--- config.mk ---
export PLATFORM = sky130hd
export DESIGN_NAME = platform_field
export DESIGN_NICKNAME = d
export VERILOG_FILES = /design/src/rtl/platform_field.sv
export SDC_FILE = /design/constraint.sdc
export NUM_CORES = 2
export LEC_CHECK = 0
export ABC_CLOCK_PERIOD_IN_PS = 14820
export BUFFER_PORTS_ARGS = -buffer_cell sky130_fd_sc_hd__buf_4
export CAP_MARGIN = 20
export CORE_MARGIN = 2
export CORE_UTILIZATION = 29
export DETAILED_ROUTE_END_ITERATION = 6
export MAX_ROUTING_LAYER = met4
export SETUP_SLACK_MARGIN = 0.2
export SLEW_MARGIN = 20
export SYNTH_ARGS = -nofsm -noshare
export SYNTH_HDL_FRONTEND = slang
export SYNTH_SLANG_ARGS = --single-unit
--- constraint.sdc ---
create_clock -name Clk -period 14.82 [get_ports Clk]
set_clock_uncertainty 0.2 [all_clocks]
set_input_delay 0 -clock Clk [delete_from_list [all_inputs] [get_ports Clk]]
set_output_delay 0 -clock Clk [all_outputs]
set_load 0.01 [all_outputs]
--- src/rtl/platform_field.sv ---
// ---------------------------------------------------------------------------
// platform_field
//   Platform generator and renderer for the Doodle Jump playfield.
//   N_PLAT platform centres (X, Y) live in registers. An IDLE/INIT/SCROLL
//   FSM walks one slot per cycle. INIT re-places every platform on a fixed
//   vertical pitch at a random X. SCROLL moves every platform down and
//   respawns at the top any platform that falls off the bottom. Random X
//   values come from a 16-bit Fibonacci LFSR.
//
// Ports
//   Clk         system clock
//   Reset       asynchronous, active-low reset
//   init        one-cycle pulse: re-place all platforms
//   frame_tick  one-cycle pulse per frame: request a scroll
//   scroll_amt  pixels to move down; sampled on every SCROLL cycle
//   DrawX/DrawY current pixel
//   BallX/BallY ball centre
//   Ball_size   ball half-size
//   plat_on     pixel lies inside some platform (combinational)
//   plat_idx    lowest index of a hit platform, 0 when plat_on=0
//   land        ball bottom edge overlaps some platform (combinational)
//   busy        FSM is in INIT or SCROLL (registered)
// ---------------------------------------------------------------------------
module platform_field #(
  parameter int          N_PLAT      = 16,
  parameter int          COORD_W     = 10,
  parameter int          H_RES       = 640,
  parameter int          V_RES       = 480,
  parameter int          PLAT_HALF_W = 16,
  parameter int          PLAT_HALF_H = 4,
  parameter int          SPACING     = 30,
  parameter logic [15:0] LFSR_SEED   = 16'hACE1
) (
  input  logic                      Clk,
  input  logic                      Reset,
  input  logic                      init,
  input  logic                      frame_tick,
  input  logic [COORD_W-1:0]        scroll_amt,
  input  logic [COORD_W-1:0]        DrawX,
  input  logic [COORD_W-1:0]        DrawY,
  input  logic [COORD_W-1:0]        BallX,
  input  logic [COORD_W-1:0]        BallY,
  input  logic [COORD_W-1:0]        Ball_size,
  output logic                      plat_on,
  output logic [$clog2(N_PLAT)-1:0] plat_idx,
  output logic                      land,
  output logic                      busy
);

  localparam int IDX_W = $clog2(N_PLAT);

  localparam logic [COORD_W-1:0] X_MID   = COORD_W'(H_RES / 2);
  localparam logic [COORD_W-1:0] X_MIN   = COORD_W'(PLAT_HALF_W);
  localparam logic [COORD_W-1:0] X_MAX   = COORD_W'(H_RES - 1 - PLAT_HALF_W);
  localparam logic [COORD_W-1:0] AMT_MAX = COORD_W'(SPACING);
  localparam logic [COORD_W:0]   V_LIM   = (COORD_W+1)'(V_RES);
  localparam logic [IDX_W-1:0]   IDX_LAST = IDX_W'(N_PLAT - 1);

  // Hit-test constants, signed so the edge compares never underflow.
  localparam logic signed [COORD_W:0]   HW1 = (COORD_W+1)'(PLAT_HALF_W);
  localparam logic signed [COORD_W:0]   HH1 = (COORD_W+1)'(PLAT_HALF_H);
  localparam logic signed [COORD_W+1:0] HW2 = (COORD_W+2)'(PLAT_HALF_W);
  localparam logic signed [COORD_W+1:0] HH2 = (COORD_W+2)'(PLAT_HALF_H);

  typedef enum logic [1:0] {ST_IDLE, ST_INIT, ST_SCROLL} state_t;

  state_t             state_reg, state_next;
  logic [IDX_W-1:0]   idx_reg, idx_next;
  logic               pend_reg, pend_next;
  logic               busy_reg;
  logic [15:0]        lfsr_reg, lfsr_next;

  logic [COORD_W-1:0] x_reg [N_PLAT];
  logic [COORD_W-1:0] y_reg [N_PLAT];

  logic               slot_we;
  logic [COORD_W-1:0] x_new, y_new;

  // ---------------- state register ----------------
  always_ff @(posedge Clk or negedge Reset) begin
    if (!Reset) begin
      state_reg <= ST_IDLE;
      idx_reg   <= '0;
      pend_reg  <= 1'b0;
      busy_reg  <= 1'b0;
      lfsr_reg  <= LFSR_SEED;
    end else begin
      state_reg <= state_next;
      idx_reg   <= idx_next;
      pend_reg  <= pend_next;
      busy_reg  <= (state_next != ST_IDLE);
      lfsr_reg  <= lfsr_next;
    end
  end

  // ---------------- next-state logic ----------------
  always_comb begin
    state_next = state_reg;
    idx_next   = idx_reg;
    pend_next  = pend_reg;
    case (state_reg)
      ST_IDLE: begin
        if (init) begin
          state_next = ST_INIT;
          idx_next   = '0;
        end else if (frame_tick || pend_reg) begin
          state_next = ST_SCROLL;
          idx_next   = '0;
          pend_next  = 1'b0;
        end
      end
      ST_INIT: begin
        if (frame_tick) pend_next = 1'b1;
        if (init) begin
          idx_next = '0;                 // restart from slot 0
        end else if (idx_reg == IDX_LAST) begin
          state_next = ST_IDLE;
          idx_next   = '0;
        end else begin
          idx_next = idx_reg + 1'b1;
        end
      end
      ST_SCROLL: begin
        if (init) begin
          // A re-place makes the queued scroll meaningless.
          state_next = ST_INIT;
          idx_next   = '0;
          pend_next  = 1'b0;
        end else begin
          if (frame_tick) pend_next = 1'b1;
          if (idx_reg == IDX_LAST) begin
            state_next = ST_IDLE;
            idx_next   = '0;
          end else begin
            idx_next = idx_reg + 1'b1;
          end
        end
      end
      default: begin
        state_next = ST_IDLE;
        idx_next   = '0;
      end
    endcase
  end

  // ---------------- slot update / LFSR datapath ----------------
  logic [15:0]        lfsr_adv;
  logic [COORD_W-1:0] cand_raw, cand, cur_y, amt;
  logic [COORD_W:0]   sum;
  logic               consume;

  always_comb begin
    lfsr_adv = {lfsr_reg[14:0], lfsr_reg[15] ^ lfsr_reg[13] ^ lfsr_reg[12] ^ lfsr_reg[10]};
    cand_raw = lfsr_adv[COORD_W-1:0];
    if (cand_raw < X_MIN)      cand = X_MIN;
    else if (cand_raw > X_MAX) cand = X_MAX;
    else                       cand = cand_raw;

    cur_y = y_reg[idx_reg];
    amt   = (scroll_amt > AMT_MAX) ? AMT_MAX : scroll_amt;
    sum   = {1'b0, cur_y} + {1'b0, amt};

    slot_we = 1'b0;
    consume = 1'b0;
    x_new   = x_reg[idx_reg];
    y_new   = cur_y;
    // An init pulse during a busy phase only restarts; no slot is written.
    if (state_reg == ST_INIT && !init) begin
      slot_we = 1'b1;
      consume = 1'b1;
      x_new   = cand;
      y_new   = COORD_W'(SPACING * (int'(idx_reg) + 1));
    end else if (state_reg == ST_SCROLL && !init) begin
      slot_we = 1'b1;
      if (sum >= V_LIM) begin
        consume = 1'b1;
        x_new   = cand;
        y_new   = COORD_W'(sum - V_LIM);
      end else begin
        y_new = sum[COORD_W-1:0];
      end
    end
    lfsr_next = consume ? lfsr_adv : lfsr_reg;
  end

  // ---------------- platform registers ----------------
  always_ff @(posedge Clk or negedge Reset) begin
    if (!Reset) begin
      for (int i = 0; i < N_PLAT; i++) begin
        x_reg[i] <= X_MID;
        y_reg[i] <= COORD_W'(SPACING * (i + 1));
      end
    end else if (slot_we) begin
      x_reg[idx_reg] <= x_new;
      y_reg[idx_reg] <= y_new;
    end
  end

  // ---------------- per-slot pixel / landing tests ----------------
  logic [N_PLAT-1:0]          hit_vec, land_vec;
  logic signed [COORD_W+1:0]  ball_bot, x_lim;

  assign ball_bot = $signed({2'b00, BallY}) + $signed({2'b00, Ball_size});
  assign x_lim    = HW2 + $signed({2'b00, Ball_size});

  genvar gi;
  generate
    for (gi = 0; gi < N_PLAT; gi++) begin : g_slot
      logic signed [COORD_W:0]   hx, hy;
      logic signed [COORD_W+1:0] ly_lo, ly_hi, lx;

      assign hx = $signed({1'b0, DrawX}) - $signed({1'b0, x_reg[gi]});
      assign hy = $signed({1'b0, DrawY}) - $signed({1'b0, y_reg[gi]});
      assign hit_vec[gi] = (hx >= -HW1) && (hx <= HW1) && (hy >= -HH1) && (hy <= HH1);

      assign ly_lo = $signed({2'b00, y_reg[gi]}) - HH2;
      assign ly_hi = $signed({2'b00, y_reg[gi]}) + HH2;
      assign lx    = $signed({2'b00, BallX}) - $signed({2'b00, x_reg[gi]});
      assign land_vec[gi] = (ball_bot >= ly_lo) && (ball_bot <= ly_hi) &&
                            (lx >= -x_lim) && (lx <= x_lim);
    end
  endgenerate

  // ---------------- outputs ----------------
  always_comb begin
    plat_idx = '0;
    for (int i = N_PLAT - 1; i >= 0; i--) begin
      if (hit_vec[i]) plat_idx = IDX_W'(i);
    end
  end

  assign plat_on = |hit_vec;
  assign land    = |land_vec;
  assign busy    = busy_reg;

endmodule

==> results summary <==
Dividing the detail-routed via count by the number of cells gives 5.65. The total routing resource utilization after global routing came out at 0.220. The area share of fa/ha/maj cells after synthesis came out at 0.288. In the final design database the tool counted 7845 nets. In this design, the largest share of critical-path delay is due to compound AO/OA/AOI/OAI gates. Summed over all layers, the global routing overflow is 0. The largest single stage delay on the critical path is 1130 ps. Ranked by total cell area, the synthesized netlist is headed by sky130_fd_sc_hd__ha_1 (27%), sky130_fd_sc_hd__dfrtp_1 (11%), sky130_fd_sc_hd__xnor2_1 (5.8%), sky130_fd_sc_hd__dfstp_2 (5.0%), sky130_fd_sc_hd__mux4_2 (4.1%).

The share of the Yosys chip area taken by registers is 0.158. The number of clock sinks came out at 344. The total setup buffers inserted after CTS is 0. After routing, the total negative slack on setup checks comes to 0 ps. The initial core utilization is 0.291. Setup repair after global routing left no endpoint under its margin. The worst path arrival time came out at 7040 ps. The clock transition time at the flip-flop clock pins of the worst setup and hold paths came out at 60 ps. Of all nets on the critical path, the largest fanout is 4. Input and output buffers added on the ports amount to 70. CTS placed an instance of sky130_fd_sc_hd__clkbuf_16 at the clock tree root. The count of TritonRoute iterations in the first routing pass came out at 6. The number of antenna violations at the first check in global routing was 9. The number of global-route vias before repair was 49500.

Setup violations remaining at the end of the flow were counted as 0. The run finished with clean final reports. The level count of the clock H-tree came out at 2. The buffering stage count on the worst path with inverters included is 2.

Buffers inserted during clock tree synthesis total 36. The final layout contains routed wiring with a total length of 212 mm. The fraction of layout instances using a drive strength above 1 is 0.0875. The count of endpoints failing hold in the final timing report is 0.

The largest total area in the synthesized netlist belongs to sky130_fd_sc_hd__ha_1. The achievable clock frequency is 138 MHz. The worst-case headroom to the max-slew limit is 0.107. The class of the worst hold path is primary input to async pin. Of the total power, the share spent switching nets is 0.475. The area growth from synthesis to layout is 9.56%.

The number of distinct library cell variants in the gate-level netlist after synthesis is 93. The combinational group share of total power came out at 0.625. The maximum resistive drop on vdd came out at 0.0845 mV. Dividing the detail-routed wire length by the instance count gives 23.3 µm. The async set or reset register ratio after synthesis came out at 1.00. The number of pins with negative max-slew slack in the final report is 0. The ratio of final minimum period to clock period came out at 0.488.

After synthesis, the most frequently instantiated cells are sky130_fd_sc_hd__ha_1 (1181), sky130_fd_sc_hd__nand2_1 (441), sky130_fd_sc_hd__o21ai_0 (433). The insertion delay of the later-clocked pin in the worst-skew pair came out at 560 ps. The xor/xnor cell area share of the yosys netlist came out at 0.0862.

The area of the mapped netlist is 55200 µm². The standby leakage power is 25.1 nW. The share of total power in the clock network came out at 0.168. The weighted congestion at the end of routability-driven global placement came out at 0.984. Measured against the total synthesized area, the mux share comes to 0.0601. The flip-flop cell with the highest count after synthesis is sky130_fd_sc_hd__dfrtp_1. The worst setup path is launched from a register. The endpoint class of the critical path is an output port. After floorplanning, the core was divided into 160 placement rows. The library cell contributing the largest single delay on the critical path is sky130_fd_sc_hd__a2111oi_0.

Synthesis handed over a netlist of 6504 instances. The max capacitance violation total is 0. The data required time at the worst endpoint came out at 14620 ps. The first global-routing pass estimated 314 mm of wire. The pin count of the biggest net entering global routing is 174. The number of nets still failing antenna checks after routing is 0. The DRC violations left is 0. Of the total power, registers draw 0.207. The die footprint is 194000 µm².

The via count came out at 51300. The power spent charging and discharging nets came out at 0.00275 W. The number of placed I/O pins came out at 71. TritonCTS built the clock tree. By instance count, the cell type seen most on the critical path is sky130_fd_sc_hd__a21o_1. Yosys instantiated no cell more often than sky130_fd_sc_hd__ha_1. The share of synthesized area in the top cell type comes to 0.268.

The synthesized flop and latch total is 344. The simple-gate share of the synthesized area came out at 0.162. The buffer depth of the longest clock path came out at 3.

Measured on the finished design, the core utilization comes to 0.319. The share of the synthesized area in compound gates (AO/OA/AOI/OAI) is 0.203. In this run the power density over the cells is 96.0 nW/µm². The width of the die is 440 µm. After synthesis, the largest family of logic cells by area is adder cells. The signal on the critical path passes through inv_1 > ha_1 > a21o_1 > a21o_1 > a21o_1 > a21o_1 > a21oi_1 > nor2b_1 > o21ai_0 > nand2b_1 > a21oi_1 > xnor2_1 > ha_1 > and3_1 > a2111oi_0 > a32oi_1 > o211ai_1 > nand3_1 > a2111oi_0 > nand4_1 > buf_4. In this run the vertical extent of the chip is 440 µm. The number of synthesis warnings is 0. The internal power contribution is 0.00305 W. The worst setup path is of the register to output port kind. The number of flops mapped to enable cells by yosys is 0. The actual slew at the worst max-slew pin came out at 1310 ps. The synthesized area per cell is 8.48 µm².

The number of DRC markers after the initial detailed-route iteration is 4664. The worst path in the final design needs a cycle of 7240 ps, including I/O delays and setup. The detailed-placement wirelength estimate came out at 162 mm.

The core region is 190000 µm².
stage by stage:
step	power, W	cell area [µm²]	std cells	setup slack, ps	hold slack [ps]
floorplan	0.00366	55200	6508	9420	-496
detailed placement	0.00475	59100	9012	8250	-74.5
global placement	0.00466	59100	9011	8280	-68.9
CTS	0.00575	60400	9082	7820	116
finish	0.00580	60400	9090	7580	120
global route	0.00623	60400	9090	7670	162
path summary, 6_finish.rpt:
kind | depth (start not counted) | slack (ps) | endpoint | start
setup / recovery | 21 | 7580 | land | x_reg[1]$_DFFE_PN0P_
hold / removal | 2 | 120 | y_reg[32]$_DFFE_PN1P_ | Reset
setup reg to reg | 16 | 8270 | x_reg[62]$_DFFE_PN0P_ | idx_reg[1]$_DFFE_PN0P_
hold reg to reg | 2 | 280 | x_reg[98]$_DFFE_PN1P_ | x_reg[98]$_DFFE_PN1P_
max in group asynchronous | 3 | 13220 | x_reg[115]$_DFFE_PN0P_ | Reset
min in group Clk | 3 | 170 | idx_reg[3]$_DFFE_PN0P_ | init
worst register-to-register path: cells and delay by family (launching register included):
kind	cells	cell delay [ps]
buffers and inverters	2	1230
adders and majority gates	1	300
AOI/OAI and AO/OA	8	1500
and+or+nand+nor	1	140
xor gates and xnor gates	1	270
muxes	3	1890
DFF	1	840
cell usage in the layout (no fill, tap or decap), types with 104 or more instances in the layout:
cell type / netlist / final
sky130_fd_sc_hd__nand2_1: 441 / 441
sky130_fd_sc_hd__o21ai_0: 433 / 433
sky130_fd_sc_hd__o21a_1: 158 / 158
sky130_fd_sc_hd__o21ai_1: 168 / 165
sky130_fd_sc_hd__nand2b_1: 120 / 120
sky130_fd_sc_hd__nor3_1: 202 / 202
sky130_fd_sc_hd__dfrtp_1: 240 / 237
sky130_fd_sc_hd__nor2_1: 320 / 320
sky130_fd_sc_hd__xor2_1: 177 / 169
sky130_fd_sc_hd__nand3_1: 204 / 204
sky130_fd_sc_hd__buf_4: 2 / 156
sky130_fd_sc_hd__ha_1: 1181 / 1181
sky130_fd_sc_hd__inv_1: 426 / 424
sky130_fd_sc_hd__a21oi_1: 415 / 412
sky130_fd_sc_hd__a21o_1: 233 / 233
sky130_fd_sc_hd__xnor2_1: 366 / 354
sky130_fd_sc_hd__nor2b_1: 156 / 156
sky130_fd_sc_hd__dfstp_2: 104 / 104
per-layer routing:
metal,vias to the layer above,GRT usage,wire (µm)
li1,24100,-,-
met3,386,0.0249,14300
met2,1773,0.346,94400
met4,0,0.100,11800
met1,25100,0.283,91700
met5,-,-,0
kinds of logic (layout without fill, tap and decap cells):
family / Yosys count / in the layout
flip-flops: 344 / 344
multiplexers: 194 / 194
buffers and inverters: 603 / 666
AO/OA/AOI/OAI: 1797 / 1797
AND/OR/NAND/NOR: 1785 / 1785
other: 1 / 13
XOR/XNOR: 543 / 543
adder cells (fa/ha/maj): 1237 / 1237
cell type report:
cell class | count | area (µm²)
clock buffers | 52 | 1050
clock inverters | 13 | 185
well taps | 2511 | 3140
fillers | 19600 | 129000
inverters | 438 | 1640
multi-input cells | 5561 | 44400
flip-flops and latches | 344 | 8750
diodes | 8 | 20.0
repair buffers | 163 | 1270
power by group through the flow:
stage | Clock, W | Sequential (W) | Combinational [W]
after floorplan | 0 | 0.00112 | 0.00254
after global placement | 0 | 0.00121 | 0.00345
after detailed placement | 0 | 0.00121 | 0.00354
after CTS | 0.000986 | 0.00120 | 0.00357
after global routing | 0.00102 | 0.00121 | 0.00400
final | 0.000976 | 0.00120 | 0.00362
what timing repair did:
action | 4_1_cts | 5_1_grt
hold buffers | 5 | 0
endpoints found under the hold margin | 117 | 0
resized for setup | 0 | 0
Power figures use the tool's default switching activity.
